==> config.mk <==
export PLATFORM = sky130hd
export DESIGN_NAME = signed_addsub_pipe
export DESIGN_NICKNAME = d
export VERILOG_FILES = /design/src/rtl/signed_adder_pkg.sv /design/src/rtl/signed_pipe_reg.sv /design/src/rtl/signed_addsub_pipe.sv
export SDC_FILE = /design/constraint.sdc
export NUM_CORES = 1
export LEC_CHECK = 0
export CAP_MARGIN = 25
export CORE_UTILIZATION = 64
export CTS_BUF_LIST = sky130_fd_sc_hd__clkbuf_4
export DETAILED_ROUTE_END_ITERATION = 8
export PLACE_DENSITY = 0.89
export SETUP_SLACK_MARGIN = 0.5
export SLEW_MARGIN = 20
export SYNTH_ARGS = -nofsm -noshare
export SYNTH_HDL_FRONTEND = slang
export SYNTH_HIERARCHICAL = 1
export SYNTH_SLANG_ARGS = --single-unit
==> constraint.sdc <==
create_clock -name clk -period 4.95 [get_ports clk]
set_input_delay 1.485 -clock clk [delete_from_list [all_inputs] [get_ports clk]]
set_output_delay 1.485 -clock clk [all_outputs]
set_load 0.01 [all_outputs]
==> src/rtl/signed_adder_pkg.sv <==
// Shared op codes and overflow helpers for the signed add/sub pipeline.
// Saturation is selected in the top with SIGNED_ADDSUB_SAT_EN.
package signed_adder_pkg;

   localparam logic [1:0] OP_ADD  = 2'b00;
   localparam logic [1:0] OP_SUB  = 2'b01;
   localparam logic [1:0] OP_ACC  = 2'b10;
   localparam logic [1:0] OP_LOAD = 2'b11;

   function automatic longint max_of(input int aw);
      return (64'sd1 <<< (aw - 1)) - 64'sd1;
   endfunction

   function automatic longint min_of(input int aw);
      return -max_of(aw) - 64'sd1;
   endfunction

   function automatic logic fits(input longint s, input int aw);
      return (s <= max_of(aw)) && (s >= min_of(aw));
   endfunction

   function automatic longint sat_clamp(input longint s, input int aw);
      if (s > max_of(aw)) return max_of(aw);
      if (s < min_of(aw)) return min_of(aw);
      return s;
   endfunction

endpackage

==> src/rtl/signed_pipe_reg.sv <==
// One stall-able delay stage: valid, result and ovf.
// Data only loads with a valid beat so outputs hold across bubbles.
module signed_pipe_reg #(
   parameter int AW = 20
) (
   input  logic          clk,
   input  logic          rst,
   input  logic          en,
   input  logic          in_valid,
   input  logic [AW-1:0] in_data,
   input  logic          in_ovf,
   output logic          out_valid,
   output logic [AW-1:0] out_data,
   output logic          out_ovf
);

   logic          valid_q, valid_d;
   logic [AW-1:0] data_q, data_d;
   logic          ovf_q, ovf_d;

   always_comb begin
      valid_d = valid_q;
      data_d  = data_q;
      ovf_d   = ovf_q;
      if (en) begin
         valid_d = in_valid;
         if (in_valid) begin
            data_d = in_data;
            ovf_d  = in_ovf;
         end
      end
   end

   always_ff @(posedge clk) begin
      if (rst) begin
         valid_q <= 1'b0;
         data_q  <= '0;
         ovf_q   <= 1'b0;
      end else begin
         valid_q <= valid_d;
         data_q  <= data_d;
         ovf_q   <= ovf_d;
      end
   end

   assign out_valid = valid_q;
   assign out_data  = data_q;
   assign out_ovf   = ovf_q;

endmodule

==> src/rtl/signed_addsub_pipe.sv <==
// Pipelined signed add/sub/accumulate with valid/ready and overflow flag.
// Define SIGNED_ADDSUB_SAT_EN to saturate the accumulator instead of wrapping.
module signed_addsub_pipe
   import signed_adder_pkg::*;
#(
   parameter int WL   = 16,
   parameter int AW   = WL + 4,
   parameter int PIPE = 2
) (
   input  logic          clk,
   input  logic          rst,
   input  logic          in_valid,
   output logic          in_ready,
   input  logic [1:0]    op,
   input  logic [WL-1:0] a,
   input  logic [WL-1:0] b,
   output logic          out_valid,
   input  logic          out_ready,
   output logic [AW-1:0] result,
   output logic          ovf
);

   logic                 advance;
   logic                 v1_q, v1_d;
   logic                 o1_q, o1_d;
   logic [AW-1:0]        r1_q, r1_d;
   logic [AW-1:0]        acc_q, acc_d;
   logic signed [AW-1:0] xa, xb;
   logic signed [AW:0]   s;
   logic [AW-1:0]        acc_nxt;
   logic                 acc_ovf;

   logic [PIPE-1:0]          sv;
   logic [PIPE-1:0]          so;
   logic [PIPE-1:0][AW-1:0]  sr;

   assign out_valid = sv[PIPE-1];
   assign result    = sr[PIPE-1];
   assign ovf       = so[PIPE-1];
   assign advance   = out_ready || !out_valid;
   assign in_ready  = advance;

   // Accumulator sum is formed one bit wider so overflow is exact.
   always_comb begin
      xa      = {{(AW-WL){a[WL-1]}}, a};
      xb      = {{(AW-WL){b[WL-1]}}, b};
      s       = {acc_q[AW-1], acc_q} + {xa[AW-1], xa};
      acc_ovf = !fits(longint'(s), AW);
`ifdef SIGNED_ADDSUB_SAT_EN
      acc_nxt = AW'(sat_clamp(longint'(s), AW));
`else
      acc_nxt = s[AW-1:0];
`endif
   end

   always_comb begin
      v1_d  = v1_q;
      r1_d  = r1_q;
      o1_d  = o1_q;
      acc_d = acc_q;
      if (advance) begin
         v1_d = in_valid;
         if (in_valid) begin
            o1_d = 1'b0;
            unique case (op)
               OP_ADD: r1_d = xa + xb;
               OP_SUB: r1_d = xa - xb;
               OP_ACC: begin
                  r1_d  = acc_nxt;
                  o1_d  = acc_ovf;
                  acc_d = acc_nxt;
               end
               OP_LOAD: begin
                  r1_d  = xa;
                  acc_d = xa;
               end
            endcase
         end
      end
   end

   always_ff @(posedge clk) begin
      if (rst) begin
         v1_q  <= 1'b0;
         r1_q  <= '0;
         o1_q  <= 1'b0;
         acc_q <= '0;
      end else begin
         v1_q  <= v1_d;
         r1_q  <= r1_d;
         o1_q  <= o1_d;
         acc_q <= acc_d;
      end
   end

   assign sv[0] = v1_q;
   assign sr[0] = r1_q;
   assign so[0] = o1_q;

   for (genvar k = 1; k < PIPE; k++) begin : g_stg
      signed_pipe_reg #(.AW(AW)) u_stg (
         .clk       (clk),
         .rst       (rst),
         .en        (advance),
         .in_valid  (sv[k-1]),
         .in_data   (sr[k-1]),
         .in_ovf    (so[k-1]),
         .out_valid (sv[k]),
         .out_data  (sr[k]),
         .out_ovf   (so[k])
      );
   end

endmodule

Word level (Yosys, flattened, before mapping). Index checks and enable logic that the tools add are counted. Widths: inputs -> output; s select.

Flip-flop bits (word level): 64. Input bits: 38. Output and inout bits: 23.

Add/subtract/negate cells: 3. Magnitude comparators: 2. Equal/unequal tests: 3. Multiplexer cells: 3. Reduce and logical (&&, ||, !) cells: 9.

Operators with widths (count): $pmux 20 s4 (1); $pmux 20 s2 (1); $add 20x16->21 (1); $ge 21x20->1 const B (1); $le 21x20->1 const B (1); $add 16x16->17 (1); $sub 16x16->17 (1); $eq 2x2->1 const B (2); $reduce_and 2->1 (2); $reduce_and 3->1 (1); $eq 2x1->1 const B (1); $logic_not 1->1 (2); $logic_not 2->1 (1); $reduce_bool 2->1 (1); $logic_and 1x1->1 (1); $logic_or 1x1->1 (1); $mux 1 (1).

Logic depth before layout (Yosys ltp).
Word-level depth: 5. Mapped depth: 12.

Modules after synthesis. Netlist, hierarchy kept.

Modules (own cells, without submodules): signed_addsub_pipe (times used 1, cells an instance 591, area each 4424.2 um^2, sequential area each 840.8 um^2); signed_pipe_reg (times used 1, cells an instance 99, area each 1041.0 um^2, sequential area each 440.4 um^2).

Least setup slack after synthesis. No wires, ideal clock.

Path type: input port to flip-flop. From: input b[5]. To: register r1_q[13]. Arrival time: 3.584 ns. Required time: 4.833 ns. Path slack: 1.249 ns. Cell stages on the path: 11. Buffers on the path: 1. Path through: inv_1 ha_1 buf_2 o31a_1 o21a_1 and3_1 a41oi_1 o21bai_1 xnor2_1 mux4_2 a22o_1.

Cells in the longest elaborated chain, start to end: 2. Elaborated cells on any way between the ends: 3. Those cells by class: add/sub: 2; mux: 1.

Ends and longest elaborated chain: start: declaration (RTL line signed_addsub_pipe.sv:16) `input logic [WL-1:0] b,`; $sub 16x16->17 or $add 16x16->17 (tied branches) (RTL line signed_addsub_pipe.sv:67, signed_addsub_pipe.sv:66); $pmux 20 s4 (*) (RTL line signed_addsub_pipe.sv:65) `unique case (op)`; end signal: assignment (RTL line signed_addsub_pipe.sv:90) `r1_q <= r1_d;`; end: declaration (RTL line signed_addsub_pipe.sv:26) `logic [AW-1:0] r1_q, r1_d;`.

Every way passes the cells marked *; elsewhere a longest branch is shown, timed or not. A chain may end at the register's enable or synchronous reset.

Worst setup path in the final report.
From: input a[0]. To: register o1_q.

Cells in the longest elaborated chain, start to end: 5. Elaborated cells on any way between the ends: 6. Those cells by class: add/sub: 1; order compare: 2; mux: 1; reduce/logical: 2.

Ends and longest elaborated chain: start: declaration (RTL line signed_addsub_pipe.sv:15) `input logic [WL-1:0] a,`; $add 20x16->21 (*) (RTL line signed_addsub_pipe.sv:47) `s = {acc_q[AW-1], acc_q} + {xa[AW-1], xa};`; $le 21x20->1 or $ge 21x20->1 (tied branches) (RTL line signed_adder_pkg.sv:19) `return (s <= max_of(aw)) && (s >= min_of(aw));`; $logic_and 1x1->1 (*) (RTL line signed_adder_pkg.sv:19); $logic_not 1->1 (*) (RTL line signed_addsub_pipe.sv:48) `acc_ovf = !fits(longint'(s), AW);`; $mux 1 (*) (RTL line signed_addsub_pipe.sv:65); end signal: assignment (RTL line signed_addsub_pipe.sv:86) `o1_q <= 1'b0;`; end signal: assignment (RTL line signed_addsub_pipe.sv:91) `o1_q <= o1_d;`; end: declaration (RTL line signed_addsub_pipe.sv:25) `logic o1_q, o1_d;`.

Marks and branches as above.

==> impl_metrics.py <==
metrics = {
    "worst_setup_path": {
        "end_kind": "flip-flop",
        "cp.arrival_ns": 4.50,
        "reg2reg_depth": 10,
        "critPathBufInv": 1,
        "timing.rr.start": "acc_q[0]",
        "critical_path.max_stage_delay_ns": 0.52,
        "crit_type": "input pin to flip-flop",
        "cp_slowest_cell": "clkdlybuf4s50_1",
        "cp_top_family": "compound AO/OA/AOI/OAI gates",
        "r2r_slack_ns": 2.07,
        "worstPathRequired_ns": 5.26,
        "critPathMaxFanout": 5,
        "crit_chain": "clkdlybuf4s50_1 -> ha_1 -> fa_1 -> a211oi_1 -> o211a_1 -> o21ai_0 -> a21oi_1 -> o211ai_1 -> o311ai_0 -> xor2_1 -> a32o_2",
        "cp_num_cells": 11,
        "startpoint_type": "input pin",
        "r2r-end": "o1_q",
    },
    "floorplanning": {
        "initial_utilization_pct": 66.2,
        "die_w_um": 94.4,
        "rows": 33,
        "coreArea_um2": 8260,
        "ios": 61,
        "die_y_um": 94.4,
        "die_area_um2": 8910,
    },
    "sta": {
        "rsz0062_at_grt": "no",
        "setup_tns_ns": 0,
        "setup_viol": 0,
        "setup_ws_ns": 0.753,
        "final.min_clock_period_ns": 4.20,
        "final_hold_viol_count": 0,
        "max_freq_ghz": 0.238,
        "finalCritPeriodShare_pct": 84.8,
        "slew_headroom_pct": 45.5,
        "slew_violations": 0,
        "finClkSkew_ns": 0.0203,
        "worst_slew_pin_slew_ns": 0.815,
    },
    "min_path": {
        "holdPathStages": 2,
        "min_from": "r1_q[2]",
        "hold_path.class": "flip-flop to flip-flop",
        "min_to": "r1_q[2]",
    },
    "power_and_ir_drop": {
        "clkPwrFrac_pct": 26.8,
        "p_int_uw": 993,
        "p_seq_share_pct": 36.9,
        "p_per_area_nw_per_um2": 248,
        "p_sw_uw": 564,
        "switching_share_pct": 36.2,
        "p_comb_share_pct": 36.3,
        "vdd.ir_drop.worst_v": 0.000126,
        "leakagePower_nw": 2.54,
    },
    "routing": {
        "first_pass_iters": 5,
        "wire_per_inst_um": 19.4,
        "totalWireLength_mm": 16.4,
        "drt_iter0_drc": 463,
        "avgViaCountPerCell": 6.64,
        "drc_errors": 0,
        "postRouteAntennaNets": 0,
        "vias": 5641,
    },
    "global_routing": {
        "grt_pass1_wl_mm": 25.8,
        "grt_usage_pct": 37.8,
        "grt_pass1_vias": 5258,
        "antenna_found_initial": 0,
        "overflow": 0,
        "grt_max_degree": 47,
    },
    "place": {
        "dp_hpwl_mm": 12.5,
        "gp_congestion": 0.987,
        "placed_cell_area_um2": 6120,
        "place_ws_ns": 0.363,
        "io_buffers": 60,
    },
    "logic_synthesis": {
        "avgSynthCellArea_um2": 7.92,
        "synth_area_um2": 5470,
        "synth_nets": 783,
        "synth_ff_type": "dfxtp_1",
        "yosysSeqAreaShare_pct": 23.4,
        "ys_types": 74,
        "synth_edf_count": 0,
        "yosysWarnings": 6,
        "postSynthCellCount": 690,
        "synthArstFlopShare_pct": 0,
        "ys_seq_elements": 64,
    },
    "flow_run": {
        "cap_violations": 0,
    },
    "clock_network": {
        "clockBufferDepth": 2,
        "postCtsSetupBuffers": 0,
        "clkTransAtPathRegs_ns": 0.10,
        "cts.sinks": 64,
        "htree_levels": 3,
        "insertion_delay_ns": 0.42,
        "cts_resized": 0,
        "cts_tree": "done",
        "cts_root_buf": "clkbuf_4",
        "cts_made_buffers": 9,
        "hold_buffers": 0,
    },
    "finish": {
        "diodes": 0,
        "final_common_cell": "nor2_1",
        "layout-area-overhead-vs-synth_pct": 14.9,
        "nets": 832,
        "design_area_um2": 6280,
        "drive_gt1_share_pct": 9.41,
        "final_cell_mix": "nor2_1, nand2_1, dfxtp_1, clkdlybuf4s50_1, ha_1",
    },
    "outcome": {
        "outcome": "finished clean",
    },
}
metrics by stage:
stage / instances / util [%] / hold slack (ns) / power, mW
final: 849 / 76.1 / 0.464 / 1.56
after global routing: 849 / 76.1 / 0.485 / 1.63
after detailed placement: 833 / 74.2 / 0.447 / 1.13
after CTS: 849 / 76.1 / 0.465 / 1.54
after floorplan: 690 / - / 0.426 / 0.962
after global placement: 833 / 74.2 / 0.444 / 1.12
power groups by stage:
| stage | Clock (mW) | Combinational (mW) | Sequential [mW] |
|---|---|---|---|
| 6_report | 0.418 | 0.565 | 0.574 |
| 4_1_cts | 0.417 | 0.551 | 0.573 |
| 5_1_grt | 0.438 | 0.612 | 0.577 |
| 3_5_place_dp | 0 | 0.548 | 0.585 |
| 2_1_floorplan | 0 | 0.383 | 0.579 |
| 3_3_place_gp | 0 | 0.535 | 0.582 |
worst min-delay path: stages, from the launching register on:
cell     delay [ns]
dfxtp_1        0.33
nand2_1        0.05
a21oi_1        0.05
logic make-up after synthesis:
family	after synthesis	synth area share [%]
AOI/OAI and AO/OA	243	32.2
and+or+nand+nor	220	19.0
buffers and inverters	74	6.20
DFF	64	23.4
adders and majority gates	55	13.0
xor gates and xnor gates	27	4.33
muxes	7	1.74
flip-flops by register name, summed over array words and instances, names as in the netlist:
| register | count |
|---|---|
| o1_q | 1 |
| g_stg.u_stg/out_ovf | 1 |
| acc_q | 20 |
| g_stg.u_stg/out_valid | 1 |
| g_stg.u_stg/out_data | 20 |
| v1_q | 1 |
| r1_q | 20 |
synth_stat cells (4+ instances only):
cell	n	area share (%)
a31oi_1	7	0.80
nor3_1	19	1.7
buf_6	5	1.0
nor2b_1	9	1.0
o21ai_0	36	3.3
o31ai_1	6	0.82
o211ai_1	24	3.3
a21oi_1	51	4.7
nand2_1	64	4.4
ha_1	52	12
buf_2	9	0.82
a21bo_1	18	3.3
a211oi_1	10	1.4
nor2_1	65	4.5
a21o_1	11	1.5
o311ai_0	4	0.64
xnor2_1	17	2.7
nor4_1	4	0.46
o21a_1	8	1.1
o21bai_1	4	0.55
a311oi_1	6	0.96
nand3_1	26	2.4
a21oi_2	18	2.9
mux2i_1	5	0.92
inv_1	32	2.2
buf_1	4	0.27
clkbuf_1	20	1.4
dfxtp_1	64	23
xor2_1	10	1.6
nand2b_1	10	1.1
routing by layer:
layer	share of wire [%]	routed length [µm]	track usage (%)
met2	48	7870	62.6
met1	41	6700	46.6
met3	6.5	1070	5.23
met4	4.9	798	22.3
met5	0	0	0
area by class of cell:
class                      instances  area, µm²
multi-input combinational        552       3840
sequential                        64       1280
tap                              105        131
clock buffer                      10       75.1
fill                             585       1980
timing repair buffer              80        746
clock inverter                     6       83.8
inverter                          32        120
worst max path at each step:
stage | startpoint | to
6_report | a[0] | o1_q
5_1_grt | a[1] | r1_q[14]
4_1_cts | a[1] | o1_q
3_5_place_dp | a[1] | o1_q
3_3_place_gp | a[9] | r1_q[13]
2_1_floorplan | b[5] | r1_q[13]
No activity file was read; power rests on OpenSTA's default activity.
